$ cat src/rtl/fwd_pkg.sv
// Shared codes, forwarding word layout and shadow-slot type for the ID->EX forwarding unit.
// No logic here beyond a pure word-builder helper.
package fwd_pkg;
    localparam int REG_W  = 3;
    localparam int FW_W   = 6;
    localparam int FW_EN  = 3;
    localparam int FW_M2X = 2;

    localparam logic [1:0] WB_ADDPC = 2'b00;
    localparam logic [1:0] WB_MEM   = 2'b01;
    localparam logic [1:0] WB_ALU   = 2'b10;
    localparam logic [1:0] WB_IMM8  = 2'b11;

    typedef struct packed {
        logic             valid;
        logic             wr_en;
        logic [REG_W-1:0] rd;
        logic [1:0]       wb_sel;
    } slot_t;

    function automatic logic [FW_W-1:0] fw_word(input logic m2x, input logic [1:0] src);
        logic [FW_W-1:0] w;
        w         = '0;
        w[FW_EN]  = 1'b1;
        w[FW_M2X] = m2x;
        w[1:0]    = src;
        return w;
    endfunction
endpackage

$ cat src/rtl/fwd_hazard_unit_if.sv
// ID-side instruction fields and flush in, stall / forwarding words / event counters out.
// master drives the decode side, slave is the forwarding unit.
interface fwd_hazard_unit_if #(
    parameter int REG_W = 3,
    parameter int CNT_W = 16
);
    logic             id_valid;
    logic [REG_W-1:0] id_rs_a;
    logic             id_use_a;
    logic [REG_W-1:0] id_rs_b;
    logic             id_use_b;
    logic             id_wr_en;
    logic [REG_W-1:0] id_wr_reg;
    logic [1:0]       id_wb_sel;
    logic             flush;
    logic             stall;
    logic [5:0]       fwCntrlA;
    logic [5:0]       fwCntrlB;
    logic             ex_valid;
    logic [CNT_W-1:0] stall_cnt;
    logic [CNT_W-1:0] fwd_cnt;

    modport master (
        output id_valid, id_rs_a, id_use_a, id_rs_b, id_use_b,
               id_wr_en, id_wr_reg, id_wb_sel, flush,
        input  stall, fwCntrlA, fwCntrlB, ex_valid, stall_cnt, fwd_cnt
    );

    modport slave (
        input  id_valid, id_rs_a, id_use_a, id_rs_b, id_use_b,
               id_wr_en, id_wr_reg, id_wb_sel, flush,
        output stall, fwCntrlA, fwCntrlB, ex_valid, stall_cnt, fwd_cnt
    );
endinterface

$ cat src/rtl/fwd_hazard_unit_match.sv
// Per-operand hit detection against the EX and MEM shadow slots; purely combinational.
// The newest producer (EX) wins over MEM.
module fwd_match #(
    parameter int REG_W = 3
) (
    input  logic             use_i,
    input  logic [REG_W-1:0] rs_i,
    input  fwd_pkg::slot_t   ex_i,
    input  fwd_pkg::slot_t   mem_i,
    output logic             hit_e_o,
    output logic [5:0]       word_o
);
    import fwd_pkg::*;

    logic hit_m;

    always_comb begin
        hit_e_o = use_i & ex_i.valid & ex_i.wr_en & (ex_i.rd == rs_i);
        hit_m   = use_i & mem_i.valid & mem_i.wr_en & (mem_i.rd == rs_i);
        word_o  = '0;
        if (hit_e_o) begin
            word_o = fw_word(1'b0, ex_i.wb_sel);
        end else if (hit_m) begin
            word_o = fw_word(1'b1, mem_i.wb_sel);
        end
    end
endmodule

$ cat src/rtl/fwd_hazard_unit.sv
// Shadows EX/MEM writers, registers forwarding words for the instruction entering EX (1-cycle latency)
// and stalls IF/ID for one cycle on a load-use hazard, pushing a bubble into EX; flush beats stall.
module fwd_hazard_unit #(
    parameter int REG_W = 3,
    parameter int CNT_W = 16
) (
    input  logic             clk,
    input  logic             rst_n,
    fwd_hazard_unit_if.slave bus
);
    import fwd_pkg::*;

    localparam logic [CNT_W-1:0] CNT_ONE = CNT_W'(1);

    slot_t            ex_q, ex_d, mem_q;
    logic [FW_W-1:0]  fw_a_q, fw_a_d, fw_b_q, fw_b_d;
    logic [FW_W-1:0]  word_a, word_b;
    logic             hit_e_a, hit_e_b;
    logic             stall, load;
    logic [CNT_W-1:0] stall_cnt_q, stall_cnt_d, fwd_cnt_q, fwd_cnt_d;

    fwd_match #(.REG_W(REG_W)) u_match_a (
        .use_i   (bus.id_use_a),
        .rs_i    (bus.id_rs_a),
        .ex_i    (ex_q),
        .mem_i   (mem_q),
        .hit_e_o (hit_e_a),
        .word_o  (word_a)
    );

    fwd_match #(.REG_W(REG_W)) u_match_b (
        .use_i   (bus.id_use_b),
        .rs_i    (bus.id_rs_b),
        .ex_i    (ex_q),
        .mem_i   (mem_q),
        .hit_e_o (hit_e_b),
        .word_o  (word_b)
    );

    always_comb begin
        // A load in EX cannot feed X->X; hold ID one cycle so it forwards M->X instead.
        stall  = bus.id_valid & ~bus.flush & (hit_e_a | hit_e_b) & (ex_q.wb_sel == WB_MEM);
        load   = bus.id_valid & ~stall & ~bus.flush;
        ex_d   = '0;
        fw_a_d = '0;
        fw_b_d = '0;
        if (load) begin
            ex_d.valid  = 1'b1;
            ex_d.wr_en  = bus.id_wr_en;
            ex_d.rd     = bus.id_wr_reg;
            ex_d.wb_sel = bus.id_wb_sel;
            fw_a_d      = word_a;
            fw_b_d      = word_b;
        end

        stall_cnt_d = stall_cnt_q;
        if (stall && (stall_cnt_q != '1)) begin
            stall_cnt_d = stall_cnt_q + CNT_ONE;
        end
        fwd_cnt_d = fwd_cnt_q;
        if ((fw_a_q[FW_EN] | fw_b_q[FW_EN]) && (fwd_cnt_q != '1)) begin
            fwd_cnt_d = fwd_cnt_q + CNT_ONE;
        end
    end

    always_ff @(posedge clk or negedge rst_n) begin
        if (!rst_n) begin
            ex_q        <= '0;
            mem_q       <= '0;
            fw_a_q      <= '0;
            fw_b_q      <= '0;
            stall_cnt_q <= '0;
            fwd_cnt_q   <= '0;
        end else begin
            mem_q       <= ex_q;
            ex_q        <= ex_d;
            fw_a_q      <= fw_a_d;
            fw_b_q      <= fw_b_d;
            stall_cnt_q <= stall_cnt_d;
            fwd_cnt_q   <= fwd_cnt_d;
        end
    end

    assign bus.stall     = stall;
    assign bus.fwCntrlA  = fw_a_q;
    assign bus.fwCntrlB  = fw_b_q;
    assign bus.ex_valid  = ex_q.valid;
    assign bus.stall_cnt = stall_cnt_q;
    assign bus.fwd_cnt   = fwd_cnt_q;
endmodule
$ cat src/flat_wrapper.sv
// flat-port wrapper written by rule: the top's interface ports become plain ports
module fwd_hazard_unit_flat import fwd_pkg::*;
#(
    parameter int REG_W = 3,
    parameter int CNT_W = 16
)
  (clk, rst_n, bus_id_valid, bus_id_rs_a, bus_id_use_a, bus_id_rs_b, bus_id_use_b, bus_id_wr_en, bus_id_wr_reg, bus_id_wb_sel, bus_flush, bus_stall, bus_fwCntrlA, bus_fwCntrlB, bus_ex_valid, bus_stall_cnt, bus_fwd_cnt);
  fwd_hazard_unit_if #(.REG_W(REG_W), .CNT_W(CNT_W)) bus_i ();
  input  logic clk;
  input  logic rst_n;
  input wire logic [$bits(bus_i.id_valid)-1:0] bus_id_valid;
  input wire logic [$bits(bus_i.id_rs_a)-1:0] bus_id_rs_a;
  input wire logic [$bits(bus_i.id_use_a)-1:0] bus_id_use_a;
  input wire logic [$bits(bus_i.id_rs_b)-1:0] bus_id_rs_b;
  input wire logic [$bits(bus_i.id_use_b)-1:0] bus_id_use_b;
  input wire logic [$bits(bus_i.id_wr_en)-1:0] bus_id_wr_en;
  input wire logic [$bits(bus_i.id_wr_reg)-1:0] bus_id_wr_reg;
  input wire logic [$bits(bus_i.id_wb_sel)-1:0] bus_id_wb_sel;
  input wire logic [$bits(bus_i.flush)-1:0] bus_flush;
  output wire logic [$bits(bus_i.stall)-1:0] bus_stall;
  output wire logic [$bits(bus_i.fwCntrlA)-1:0] bus_fwCntrlA;
  output wire logic [$bits(bus_i.fwCntrlB)-1:0] bus_fwCntrlB;
  output wire logic [$bits(bus_i.ex_valid)-1:0] bus_ex_valid;
  output wire logic [$bits(bus_i.stall_cnt)-1:0] bus_stall_cnt;
  output wire logic [$bits(bus_i.fwd_cnt)-1:0] bus_fwd_cnt;
  assign bus_i.id_valid = bus_id_valid;
  assign bus_i.id_rs_a = bus_id_rs_a;
  assign bus_i.id_use_a = bus_id_use_a;
  assign bus_i.id_rs_b = bus_id_rs_b;
  assign bus_i.id_use_b = bus_id_use_b;
  assign bus_i.id_wr_en = bus_id_wr_en;
  assign bus_i.id_wr_reg = bus_id_wr_reg;
  assign bus_i.id_wb_sel = bus_id_wb_sel;
  assign bus_i.flush = bus_flush;
  assign bus_stall = bus_i.stall;
  assign bus_fwCntrlA = bus_i.fwCntrlA;
  assign bus_fwCntrlB = bus_i.fwCntrlB;
  assign bus_ex_valid = bus_i.ex_valid;
  assign bus_stall_cnt = bus_i.stall_cnt;
  assign bus_fwd_cnt = bus_i.fwd_cnt;
  fwd_hazard_unit #(.REG_W(REG_W), .CNT_W(CNT_W)) u_core (.clk(clk), .rst_n(rst_n), .bus(bus_i));
endmodule
$ cat config.mk
export PLATFORM = sky130hd
export DESIGN_NAME = fwd_hazard_unit_flat
export DESIGN_NICKNAME = d
export VERILOG_FILES = /design/src/rtl/fwd_pkg.sv /design/src/rtl/fwd_hazard_unit_if.sv /design/src/rtl/fwd_hazard_unit_match.sv /design/src/rtl/fwd_hazard_unit.sv /design/src/flat_wrapper.sv
export SDC_FILE = /design/constraint.sdc
export NUM_CORES = 1
export LEC_CHECK = 0
export ABC_CLOCK_PERIOD_IN_PS = 2500
export CAP_MARGIN = 30
export CORE_ASPECT_RATIO = 0.7
export CORE_MARGIN = 5
export CORE_UTILIZATION = 45
export CTS_BUF_LIST = sky130_fd_sc_hd__clkbuf_8 sky130_fd_sc_hd__clkbuf_16
export CTS_CLUSTER_SIZE = 25
export DETAILED_ROUTE_END_ITERATION = 10
export HOLD_SLACK_MARGIN = 0.08
export MAX_ROUTING_LAYER = met4
export PLACE_DENSITY = 0.79
export SYNTH_ARGS = -nofsm -noshare
export SYNTH_HDL_FRONTEND = slang
export SYNTH_HIERARCHICAL = 1
export SYNTH_SLANG_ARGS = --single-unit
$ cat constraint.sdc
create_clock -name clk -period 2.5 [get_ports clk]
set_clock_uncertainty 0.15 [all_clocks]
set_input_delay 0.5 -clock clk [delete_from_list [all_inputs] [get_ports clk]]
set_output_delay 0.5 -clock clk [all_outputs]
set_load 0.02 [all_outputs]
==> results.sh, run 1 <==
export IMPL_core_area_um2=5810
export IMPL_drc=0
export IMPL_io_pins=64
export IMPL_r2r_cells=7
export IMPL_power_total_mw=1.96
export IMPL_die_h_um=75.2
export IMPL_ys_flop_type="dfrtp_1"
export IMPL_placed_cell_area_um2=3530
export IMPL_worstReg2RegEnd="u_core/bus.stall_cnt[14]"
export IMPL_cts_buffers_inserted=9
export IMPL_drv_cap=0
export IMPL_stdcell_area_um2=3850
export IMPL_wl_met1_um=2740
export IMPL_ys_async_sr_fraction=1.00
export IMPL_die_area_um2=7760
export IMPL_routed_via_count=2086
export IMPL_cts_path_max_buffers=2
export IMPL_synth_cells=239
export IMPL_grt_pass1_vias=2134
export IMPL_die_w_um=103
export IMPL_crit_path_frequent_cell="nor4_4"
export IMPL_cp_depth=7
export IMPL_synth_edf_count=0
export IMPL_yosys_register_bits=58
export IMPL_max_vdd_ir_drop_v=0.000378
export IMPL_portBuffers=63
export IMPL_crit_path_end="u_core/bus.stall_cnt[14]"
export IMPL_final_nets=345
export IMPL_cp_end_kind="register"
export IMPL_synthTopCellsByCount="dfrtp_1, xor2_1, and2_1"
export IMPL_powerDensity_nw_per_um2=508
export IMPL_cp_slowest_cell="or4_4"
export IMPL_crit_type="reg2reg"
export IMPL_yosysSeqAreaShare=0.531
export IMPL_path_buf_inv=1
export IMPL_path_clk_slew_ps=60
export IMPL_r2r_start="u_core/ex_q[3]"
export IMPL_critical_path_max_fanout=6
export IMPL_crit_required_ps=2590
export IMPL_syn_cell_area_um2=2740
export IMPL_relSlewSlack=0.449
export IMPL_avgSynthCellArea_um2=11.4
export IMPL_leakage_nw=1.75
export IMPL_hold_path_class="reg2reg"
export IMPL_synth_cell_types=44
export IMPL_min_period_ps=2420
export IMPL_antenna_found_initial=1
export IMPL_crit_start="u_core/ex_q[3]"
export IMPL_area_delta_synth_final_pct=40.8
export IMPL_crit_chain="xor2_2 > nor4_4 > nor2_2 > buf_6 > or4_4 > nor4_4 > xor2_1"
export IMPL_critPathLaunchType="register"
export IMPL_tns_ps=0
export IMPL_routabilityCongestion=0.775
export IMPL_dr_first_iter_drc_count=93
export IMPL_fin_crit_sh=0.968
export IMPL_finalSetupViolCount=0
export IMPL_synth_top_area_cell="dfrtp_1"
export IMPL_met2WireLength_um=2820
export IMPL_ys_warn_count=6
export IMPL_finalMaxSlewViolations=0
export IMPL_rows=23
export IMPL_hpwlAfterDp_um=4380
export IMPL_gr_usage_all_layers=0.175
export IMPL_cp_arrival_ps=2510
export IMPL_status="finished, final reports clean"
export IMPL_met3_length_um=395
export IMPL_finalWirelength_um=6050
export IMPL_wl_per_cell_um=14.9
export IMPL_cts_htree_levels=3
export IMPL_yosysMostFrequentCell="dfrtp_1"
export IMPL_highest_layer="met4"
export IMPL_worstMarginPinSlew_ps=820
export IMPL_grt_pass1_wl_um=10000
export IMPL_ys_top_cells_by_area="dfrtp_1, xor2_1, xnor2_1, and2_1, nand3_1"
export IMPL_cts_root_buf="clkbuf_8"
export IMPL_grt_max_degree=36
export IMPL_initial_core_util=0.471
export IMPL_worst_path_largest_cell_delay_ps=570
export IMPL_cts_num_sinks=58
export IMPL_drt_pass1_iterations=4
export IMPL_via_per_inst=5.15
export IMPL_final_hold_viol_count=0
export IMPL_fmax_mhz=413
export IMPL_r2r_slack_ps=80
export IMPL_overflow=0
export IMPL_drive_gt1_frac=0.201
export IMPL_clk_latency_ps=330
export IMPL_post_route_util=0.663
export IMPL_synth_top_area_share=0.531
export IMPL_crit_family="simple AND/OR/NAND/NOR gates"
export IMPL_detail_route_antenna_nets=0
export IMPL_cts_tree="yes"
==> worst reg2reg max path, cell delays in order (launching register included) <==
cell,delay [ps]
dfrtp_2,450
xor2_2,210
nor4_4,290
nor2_2,90
buf_6,130
or4_4,570
nor4_4,260
xor2_1,180
==> report_power, final <==
part           total, mW  switching [mW]  leakage, nW  internal [mW]
combinational      0.115          0.0594        0.849         0.0560
sequential         0.967          0.0137        0.792          0.953
clock              0.874           0.343        0.110          0.531
total               1.96           0.416         1.75           1.54
==> placed cells by master (no fill, tap or decap), types with 3 or more instances in the layout <==
cell type / synthesis / final
a21oi_1: 4 / 4
and2_1: 19 / 19
and3_1: 6 / 6
and4_1: 3 / 3
buf_4: 5 / 17
clkbuf_8: 0 / 12
clkdlybuf4s50_1: 0 / 53
conb_1: 2 / 4
dfrtp_1: 58 / 56
dlygate4sd2_1: 0 / 7
inv_1: 6 / 7
nand2_1: 15 / 15
nand3_1: 14 / 12
nand4_1: 9 / 9
nor2_1: 8 / 7
nor3_1: 8 / 4
nor3_2: 0 / 4
nor4_4: 2 / 5
o21a_1: 3 / 3
o31ai_1: 4 / 4
xnor2_1: 14 / 14
xor2_1: 20 / 16
xor2_2: 0 / 4
==> through the flow <==
step	hold slack, ps	setup WS [ps]	std cells
final	293	80.5	405
after global routing	302	-22.2	405
after CTS	290	0.602	401
after detailed placement	252	-653	383
after global placement	255	-550	383
after floorplan	54.4	10.2	241
==> layer usage <==
metal | vias to the layer above | global-route usage
li1 | 995 | -
met1 | 1006 | 0.220
met2 | 72 | 0.257
met3 | 13 | 0.0574
met4 | 0 | 0.0805
met5 | - | -
==> state kept, by name (all words and copies together), names as in the netlist <==
| signal | cells |
|---|---|
| u_core/bus.fwCntrlA | 6 |
| u_core/bus.ex_valid | 1 |
| u_core/bus.stall_cnt | 16 |
| u_core/ex_q | 6 |
| u_core/bus.fwCntrlB | 6 |
| u_core/mem_q | 7 |
| u_core/bus.fwd_cnt | 16 |
==> worst min path at each step <==
stage,startpoint,to,slack [ps],depth (start not counted)
after global placement,u_core/ex_q[5],u_core/mem_q[5],250,0
after floorplan,rst_n,u_core/bus.ex_valid,50,0
final,u_core/ex_q[1],u_core/mem_q[1],290,0
after CTS,u_core/ex_q[1],u_core/mem_q[1],290,0
after detailed placement,u_core/ex_q[5],u_core/mem_q[5],250,0
after global routing,u_core/ex_q[1],u_core/mem_q[1],300,0
==> what timing repair did <==
item	in CTS	in global routing
endpoints found under the setup margin	6	6
cloned	0	0
hold endpoints to repair	23	0
hold buffers	1	0
pin swaps	7	6
resized for setup	19	8
setup buffers	2	3
==> cell type report <==
class | instances | area, µm²
antenna | 1 | 2.50
clock buffer | 12 | 165
clock inverter | 3 | 38.8
fill | 449 | 1960
inverter | 6 | 22.5
multi-input combinational | 168 | 1300
sequential | 58 | 1450
tap | 75 | 93.8
timing repair buffer | 82 | 778
==> cell families (layout without fill, tap and decap cells) <==
kind of cell	after synthesis	after routing	share of synthesized area
buf+inv	15	103	0.0306
fa+ha+maj	2	2	0.00915
simple gates	103	103	0.245
flops	58	58	0.531
xor+xnor	34	34	0.109
compound gates	21	21	0.0549
other cells	2	5	0.00275
mux	4	4	0.0178
No activity file was read; power rests on OpenSTA's default activity.
==> inputs of run 2 (changes only) <==
--- a/config.mk
+++ b/config.mk
@@ -9,13 +9,14 @@
 export CAP_MARGIN = 30
 export CORE_ASPECT_RATIO = 0.7
 export CORE_MARGIN = 5
-export CORE_UTILIZATION = 45
+export CORE_UTILIZATION = 30
 export CTS_BUF_LIST = sky130_fd_sc_hd__clkbuf_8 sky130_fd_sc_hd__clkbuf_16
 export CTS_CLUSTER_SIZE = 25
 export DETAILED_ROUTE_END_ITERATION = 10
+export GPL_TIMING_DRIVEN = 0
 export HOLD_SLACK_MARGIN = 0.08
 export MAX_ROUTING_LAYER = met4
-export PLACE_DENSITY = 0.79
+export PLACE_DENSITY = 0.58
 export SYNTH_ARGS = -nofsm -noshare
 export SYNTH_HDL_FRONTEND = slang
 export SYNTH_HIERARCHICAL = 1
==> results.sh, run 2 (same netlist as run 1, synthesis figures left out) <==
export IMPL_die_w_um=124
export IMPL_via_per_inst=4.48
export IMPL_antenna_cells=0
export IMPL_cp_slowest_cell="dfrtp_1"
export IMPL_routed_via_count=2020
export IMPL_r2r_cells=7
export IMPL_crit_path_frequent_cell="nor4_4"
export IMPL_leakage_nw=1.79
export IMPL_worstReg2RegEnd="u_core/bus.stall_cnt[11]"
export IMPL_crit_chain="xor2_1 > nor4_4 > nor2_4 > buf_4 > nor4_4 > nand4_1 > mux2_2"
export IMPL_rsz0062_at_grt="no"
export IMPL_final_cell_mix="dfrtp_1, clkdlybuf4s50_1, and2_1, xor2_1, nand2_1"
export IMPL_cts_tree="yes"
export IMPL_hold_path_class="reg2reg"
export IMPL_num_fill_cells=865
export IMPL_cp_arrival_ps=2440
export IMPL_wl_per_cell_um=13.4
export IMPL_initial_core_util=0.305
export IMPL_critPathLaunchType="register"
export IMPL_cts_root_buf="clkbuf_16"
export IMPL_cts_htree_levels=3
export IMPL_portBuffers=63
export IMPL_hpwlAfterDp_um=4500
export IMPL_overflow=0
export IMPL_area_delta_synth_final_pct=44.9
export IMPL_worst_path_largest_cell_delay_ps=440
export IMPL_powerDensity_nw_per_um2=575
export IMPL_critical_path_max_fanout=8
export IMPL_routabilityCongestion=0.812
export IMPL_grt_max_degree=36
export IMPL_clk_latency_ps=320
export IMPL_hold_end="u_core/mem_q[1]"
export IMPL_finalMaxSlewViolations=0
export IMPL_final_cells=451
export IMPL_crit_type="reg2reg"
export IMPL_dr_first_iter_drc_count=93
export IMPL_drt_pass1_iterations=4
export IMPL_path_buf_inv=1
export IMPL_die_area_um2=11200
export IMPL_drive_gt1_frac=0.174
export IMPL_gr_usage_all_layers=0.124
export IMPL_fin_crit_sh=0.954
export IMPL_layout_commonest_cell="dfrtp_1"
export IMPL_min_delay_path_depth=0
export IMPL_status="finished, final reports clean"
export IMPL_drc=0
export IMPL_final_hold_viol_count=0
export IMPL_antenna_found_initial=0
export IMPL_die_h_um=89.9
export IMPL_relSlewSlack=0.544
export IMPL_finalWirelength_um=6040
export IMPL_cp_end_kind="register"
export IMPL_detail_route_antenna_nets=0
export IMPL_finalSetupViolCount=0
export IMPL_core_area_um2=8960
export IMPL_rows=29
export IMPL_fmax_mhz=419
export IMPL_crit_start="u_core/ex_q[3]"
export IMPL_path_clk_slew_ps=50
export IMPL_timing_hold_ws_ps=285
export IMPL_cts_num_sinks=58
export IMPL_tns_ps=0
export IMPL_min_period_ps=2380
export IMPL_drv_cap=0
export IMPL_dp_cells=429
export IMPL_cts_path_max_buffers=2
export IMPL_worstMarginPinSlew_ps=679
export IMPL_r2r_start="u_core/ex_q[3]"
export IMPL_max_vdd_ir_drop_v=0.000251
export IMPL_io_pins=64
export IMPL_grt_pass1_wl_um=10300
export IMPL_cts_buffers_inserted=9
export IMPL_r2r_slack_ps=120
export IMPL_crit_family="simple AND/OR/NAND/NOR gates"
export IMPL_final_nets=343
export IMPL_grt_pass1_vias=2070
export IMPL_crit_required_ps=2560
export IMPL_min_from="u_core/ex_q[1]"
run 2: cell count changes in the layout (fill, tap and decap cells not counted), moves of 3 or more:
cell       change
nor3_1         +3
clkbuf_8      -11
buf_4          -6
nor3_2         -4
clkbuf_16      +9
run 2: worst max path at each step:
stage                                     to  slack, ps  depth (start not counted)
floorplan           u_core/bus.stall_cnt[10]         10                          7
global placement     u_core/bus.stall_cnt[9]      -1110                          1
detailed placement                 bus_stall       -910                          6
CTS                                bus_stall          5                          6
global route        u_core/bus.stall_cnt[14]          9                          7
finish              u_core/bus.stall_cnt[11]        120                          7
run 2: report_power, final:
group	leakage (nW)	internal (mW)	switching (mW)
logic	0.853	0.0532	0.0589
registers	0.795	0.954	0.0142
clock network	0.140	0.787	0.411
run 2: metrics by stage:
| step | setup slack [ps] | instance area (µm²) | total power, mW | util |
|---|---|---|---|---|
| 2_1_floorplan | 10.2 | 2770 | 1.02 | - |
| 3_3_place_gp | -1110 | 3550 | 1.09 | 0.396 |
| 6_report | 116 | 3960 | 2.28 | 0.442 |
| 4_1_cts | 5.06 | 3940 | 2.33 | 0.440 |
| 5_1_grt | 9.27 | 3960 | 2.38 | 0.442 |
| 3_5_place_dp | -911 | 3570 | 1.10 | 0.398 |
run 2: repair_timing:
item	4_1_cts	5_1_grt
buffers inserted	5	1
hold buffers	1	0
endpoints found under the setup margin	23	15
gates resized for setup	19	4
endpoints found under the hold margin	23	0
pin swaps	4	6
cloned	0	0
run 2: per-layer routing:
metal / up-vias / GRT usage / part of all wire / wire length, µm
li1: 1005 / - / - / -
met1: 942 / 0.167 / 0.49 / 2960
met2: 65 / 0.165 / 0.42 / 2530
met5: - / - / 0 / 0
met4: 0 / 0.0465 / 0.016 / 95
met3: 8 / 0.0496 / 0.075 / 452
run 2: worst reg2reg max path, delay by kind of cell (launching register included):
family	cells	cell delay (ps)
flops	1	440
buf+inv	1	150
xor+xnor	1	210
simple gates	4	1040
mux	1	290
run 2: final cells by class:
| type | count | area [µm²] | share of cell area |
|---|---|---|---|
| flip-flops and latches | 58 | 1450 | 0.366 |
| multi-input cells | 168 | 1280 | 0.323 |
| repair buffers | 71 | 699 | 0.176 |
| clock buffers | 10 | 239 | 0.0603 |
| well taps | 124 | 155 | 0.0391 |
| plain buffers | 9 | 61.3 | 0.0155 |
| clock inverters | 5 | 55.1 | 0.0139 |
| inverters | 6 | 22.5 | 0.00568 |
==> inputs of run 3 (changes only) <==
--- a/config.mk
+++ b/config.mk
@@ -5,6 +5,7 @@
 export SDC_FILE = /design/constraint.sdc
 export NUM_CORES = 1
 export LEC_CHECK = 0
+export ABC_AREA = 1
 export ABC_CLOCK_PERIOD_IN_PS = 2500
 export CAP_MARGIN = 30
 export CORE_ASPECT_RATIO = 0.7
@@ -16,7 +17,8 @@
 export GPL_TIMING_DRIVEN = 0
 export HOLD_SLACK_MARGIN = 0.08
 export MAX_ROUTING_LAYER = met4
-export PLACE_DENSITY = 0.58
+export PLACE_DENSITY = 0.56
+export SLEW_MARGIN = 20
 export SYNTH_ARGS = -nofsm -noshare
 export SYNTH_HDL_FRONTEND = slang
 export SYNTH_HIERARCHICAL = 1
==> results.sh, run 3 <==
export IMPL_cts_htree_levels=3
export IMPL_hold_end="u_core/mem_q[5]"
export IMPL_hpwlAfterDp_um=6010
export IMPL_detail_route_antenna_nets=0
export IMPL_synthTopCellsByCount="nand2_1, nor2_1, dfrtp_1"
export IMPL_max_vdd_ir_drop_v=0.000285
export IMPL_area_delta_synth_final_pct=37.8
export IMPL_pwr_share_comb=0.061
export IMPL_critPathLaunchType="register"
export IMPL_crit_chain="inv_1 > nand2_1 > nand3_2 > nor2_4 > nor2_1 > nor2_2 > buf_4 > buf_4 > buf_4 > buf_4 > buf_4 > buf_4 > nor2_2 > inv_2 > buf_4 > nor2_1"
export IMPL_cp_arrival_ps=2400
export IMPL_routabilityCongestion=0.782
export IMPL_cts_path_max_buffers=2
export IMPL_io_pins=64
export IMPL_tns_ps=0
export IMPL_r2r_slack_ps=200
export IMPL_synth_edf_count=0
export IMPL_p_int_mw=1.76
export IMPL_crit_required_ps=2600
export IMPL_finalSetupViolCount=0
export IMPL_ys_async_sr_fraction=1.00
export IMPL_ys_warn_count=6
export IMPL_antenna_cells=0
export IMPL_cts_tree="yes"
export IMPL_rows=31
export IMPL_yosysMostFrequentCell="nand2_1"
export IMPL_swShare=0.222
export IMPL_die_w_um=134
export IMPL_final_hold_viol_count=0
export IMPL_core_area_um2=10400
export IMPL_die_area_um2=13000
export IMPL_clockPowerShare=0.509
export IMPL_r2r_cells=16
export IMPL_min_period_ps=2300
export IMPL_synth_cell_types=25
export IMPL_cts_buffers_inserted=9
export IMPL_hold_path_class="reg2reg"
export IMPL_fmax_mhz=434
export IMPL_power_total_mw=2.26
export IMPL_drv_cap=0
export IMPL_ys_top_cells_by_area="dfrtp_1, nand2_1, nor2_1, inv_1, nand3_1"
export IMPL_synth_top_area_share=0.448
export IMPL_p_seq_frac=0.430
export IMPL_critical_path_max_fanout=10
export IMPL_r2r_start="u_core/ex_q[4]"
export IMPL_dr_first_iter_drc_count=177
export IMPL_grt_pass1_vias=2758
export IMPL_portBuffers=63
export IMPL_worstReg2RegEnd="u_core/ex_q[4]"
export IMPL_yosys_register_bits=58
export IMPL_grt_pass1_wl_um=13300
export IMPL_yosysSeqAreaShare=0.448
export IMPL_path_buf_inv=9
export IMPL_cts_root_buf="clkbuf_16"
export IMPL_routed_via_count=3007
export IMPL_min_delay_path_depth=0
export IMPL_powerDensity_nw_per_um2=505
export IMPL_fin_crit_sh=0.921
export IMPL_drt_pass1_iterations=4
export IMPL_p_sw_mw=0.501
export IMPL_synth_top_area_cell="dfrtp_1"
export IMPL_leakage_nw=2.17
export IMPL_layout_commonest_cell="nand2_1"
export IMPL_min_from="u_core/ex_q[5]"
export IMPL_cp_end_kind="register"
export IMPL_via_per_inst=4.42
export IMPL_path_clk_slew_ps=50
export IMPL_syn_cell_area_um2=3240
export IMPL_final_nets=564
export IMPL_drive_gt1_frac=0.137
export IMPL_clk_latency_ps=320
export IMPL_crit_path_frequent_cell="buf_4"
export IMPL_cp_slowest_cell="dfrtp_1"
export IMPL_finalMaxSlewViolations=0
export IMPL_synth_cells=454
export IMPL_initial_core_util=0.311
export IMPL_overflow=0
export IMPL_crit_family="buffers and inverters"
export IMPL_wl_per_cell_um=11.9
export IMPL_status="finished, final reports clean"
export IMPL_rsz0062_at_grt="no"
export IMPL_drc=0
export IMPL_finalWirelength_um=8130
export IMPL_grt_max_degree=31
export IMPL_avgSynthCellArea_um2=7.14
export IMPL_antenna_found_initial=0
export IMPL_worst_path_largest_cell_delay_ps=430
export IMPL_cts_num_sinks=58
export IMPL_crit_type="reg2reg"
export IMPL_die_h_um=97.0
export IMPL_ys_flop_type="dfrtp_1"
export IMPL_gr_usage_all_layers=0.131
export IMPL_final_cell_mix="nand2_1, inv_1, nor2_1, dfrtp_1, clkdlybuf4s50_1"
-- run 3: changes by cell type in the layout (fill, tap and decap cells not counted), sizes merged, moves of 8 or more --
| cell | before | now |
|---|---|---|
| nand2 | 15 | 177 |
| nor2 | 8 | 73 |
| inv | 6 | 66 |
| and2 | 20 | 0 |
| o21ai | 1 | 18 |
| xor2 | 20 | 8 |
| nand3 | 14 | 25 |
| xnor2 | 14 | 5 |
| nor3 | 8 | 0 |
-- run 3: worst reg2reg max path: stages, from the launching register on --
cell	delay [ps]
dfrtp_1	430
inv_1	70
nand2_1	50
nand3_2	120
nor2_4	60
nor2_1	120
nor2_2	70
buf_4	130
buf_4	120
buf_4	110
buf_4	110
buf_4	120
buf_4	120
nor2_2	110
inv_2	70
buf_4	180
nor2_1	100
-- run 3: area by class of cell --
type / count / area [µm²]
clock inverter: 4 / 17.5
clock buffer: 12 / 267
tap: 132 / 165
inverter: 66 / 254
sequential: 58 / 1450
buffer: 8 / 65.1
multi-input combinational: 324 / 1490
fill: 1079 / 5970
timing repair buffer: 77 / 754
-- run 3: what timing repair did --
| item | CTS | global route |
|---|---|---|
| endpoints found under the setup margin | 1 | 17 |
| hold buffers | 1 | 0 |
| gates resized for setup | 14 | 6 |
| hold endpoints to repair | 29 | 0 |
| buffers inserted | 12 | 0 |
| pin swaps | 3 | 5 |
-- run 3: how the worst max path moves through the flow --
stage / startpoint / end / slack [ps] / cells after the start
after floorplan: u_core/bus.ex_valid / bus_stall / 540 / 8
after CTS: bus_id_use_b / bus_stall / 6 / 10
after detailed placement: bus_id_use_b / bus_stall / -680 / 10
final: u_core/ex_q[4] / u_core/ex_q[4] / 200 / 16
after global routing: u_core/ex_q[4] / u_core/ex_q[4] / 30 / 16
after global placement: rst_n / u_core/bus.stall_cnt[0] / -1260 / 1
-- run 3: routing by layer --
layer / track usage / wire [µm] / vias to the layer above
met5: - / 0 / -
met4: 0.0446 / 116 / 0
met3: 0.0399 / 497 / 9
met2: 0.178 / 3320 / 68
met1: 0.184 / 4190 / 1384
li1: - / - / 1546
-- run 3: logic make-up (layout without fill, tap and decap cells) --
group / after synthesis / after routing / synth area share
compound gates: 18 / 18 / 0.0313
buf+inv: 74 / 167 / 0.0977
simple gates: 287 / 287 / 0.378
fa+ha+maj: 2 / 2 / 0.00772
flops: 58 / 58 / 0.448
other cells: 2 / 4 / 0.00232
xor+xnor: 13 / 13 / 0.0351
-- run 3: through the flow --
stage / utilization / area (µm²) / instances / hold slack [ps] / setup slack, ps
after floorplan: - / 3250 / 456 / 54.4 / 537
after global placement: 0.388 / 4040 / 651 / 241 / -1260
after detailed placement: 0.389 / 4060 / 652 / 246 / -676
after CTS: 0.426 / 4450 / 681 / 257 / 5.79
after global routing: 0.428 / 4460 / 681 / 260 / 34.2
final: 0.428 / 4460 / 681 / 257 / 198
-- run 3: power by group through the flow --
stage	registers (mW)	logic, mW	clock network, mW
6_report	0.970	0.138	1.15
5_1_grt	0.972	0.156	1.22
4_1_cts	0.970	0.141	1.19
3_5_place_dp	0.985	0.137	0
3_3_place_gp	0.985	0.131	0
2_1_floorplan	0.990	0.0522	0
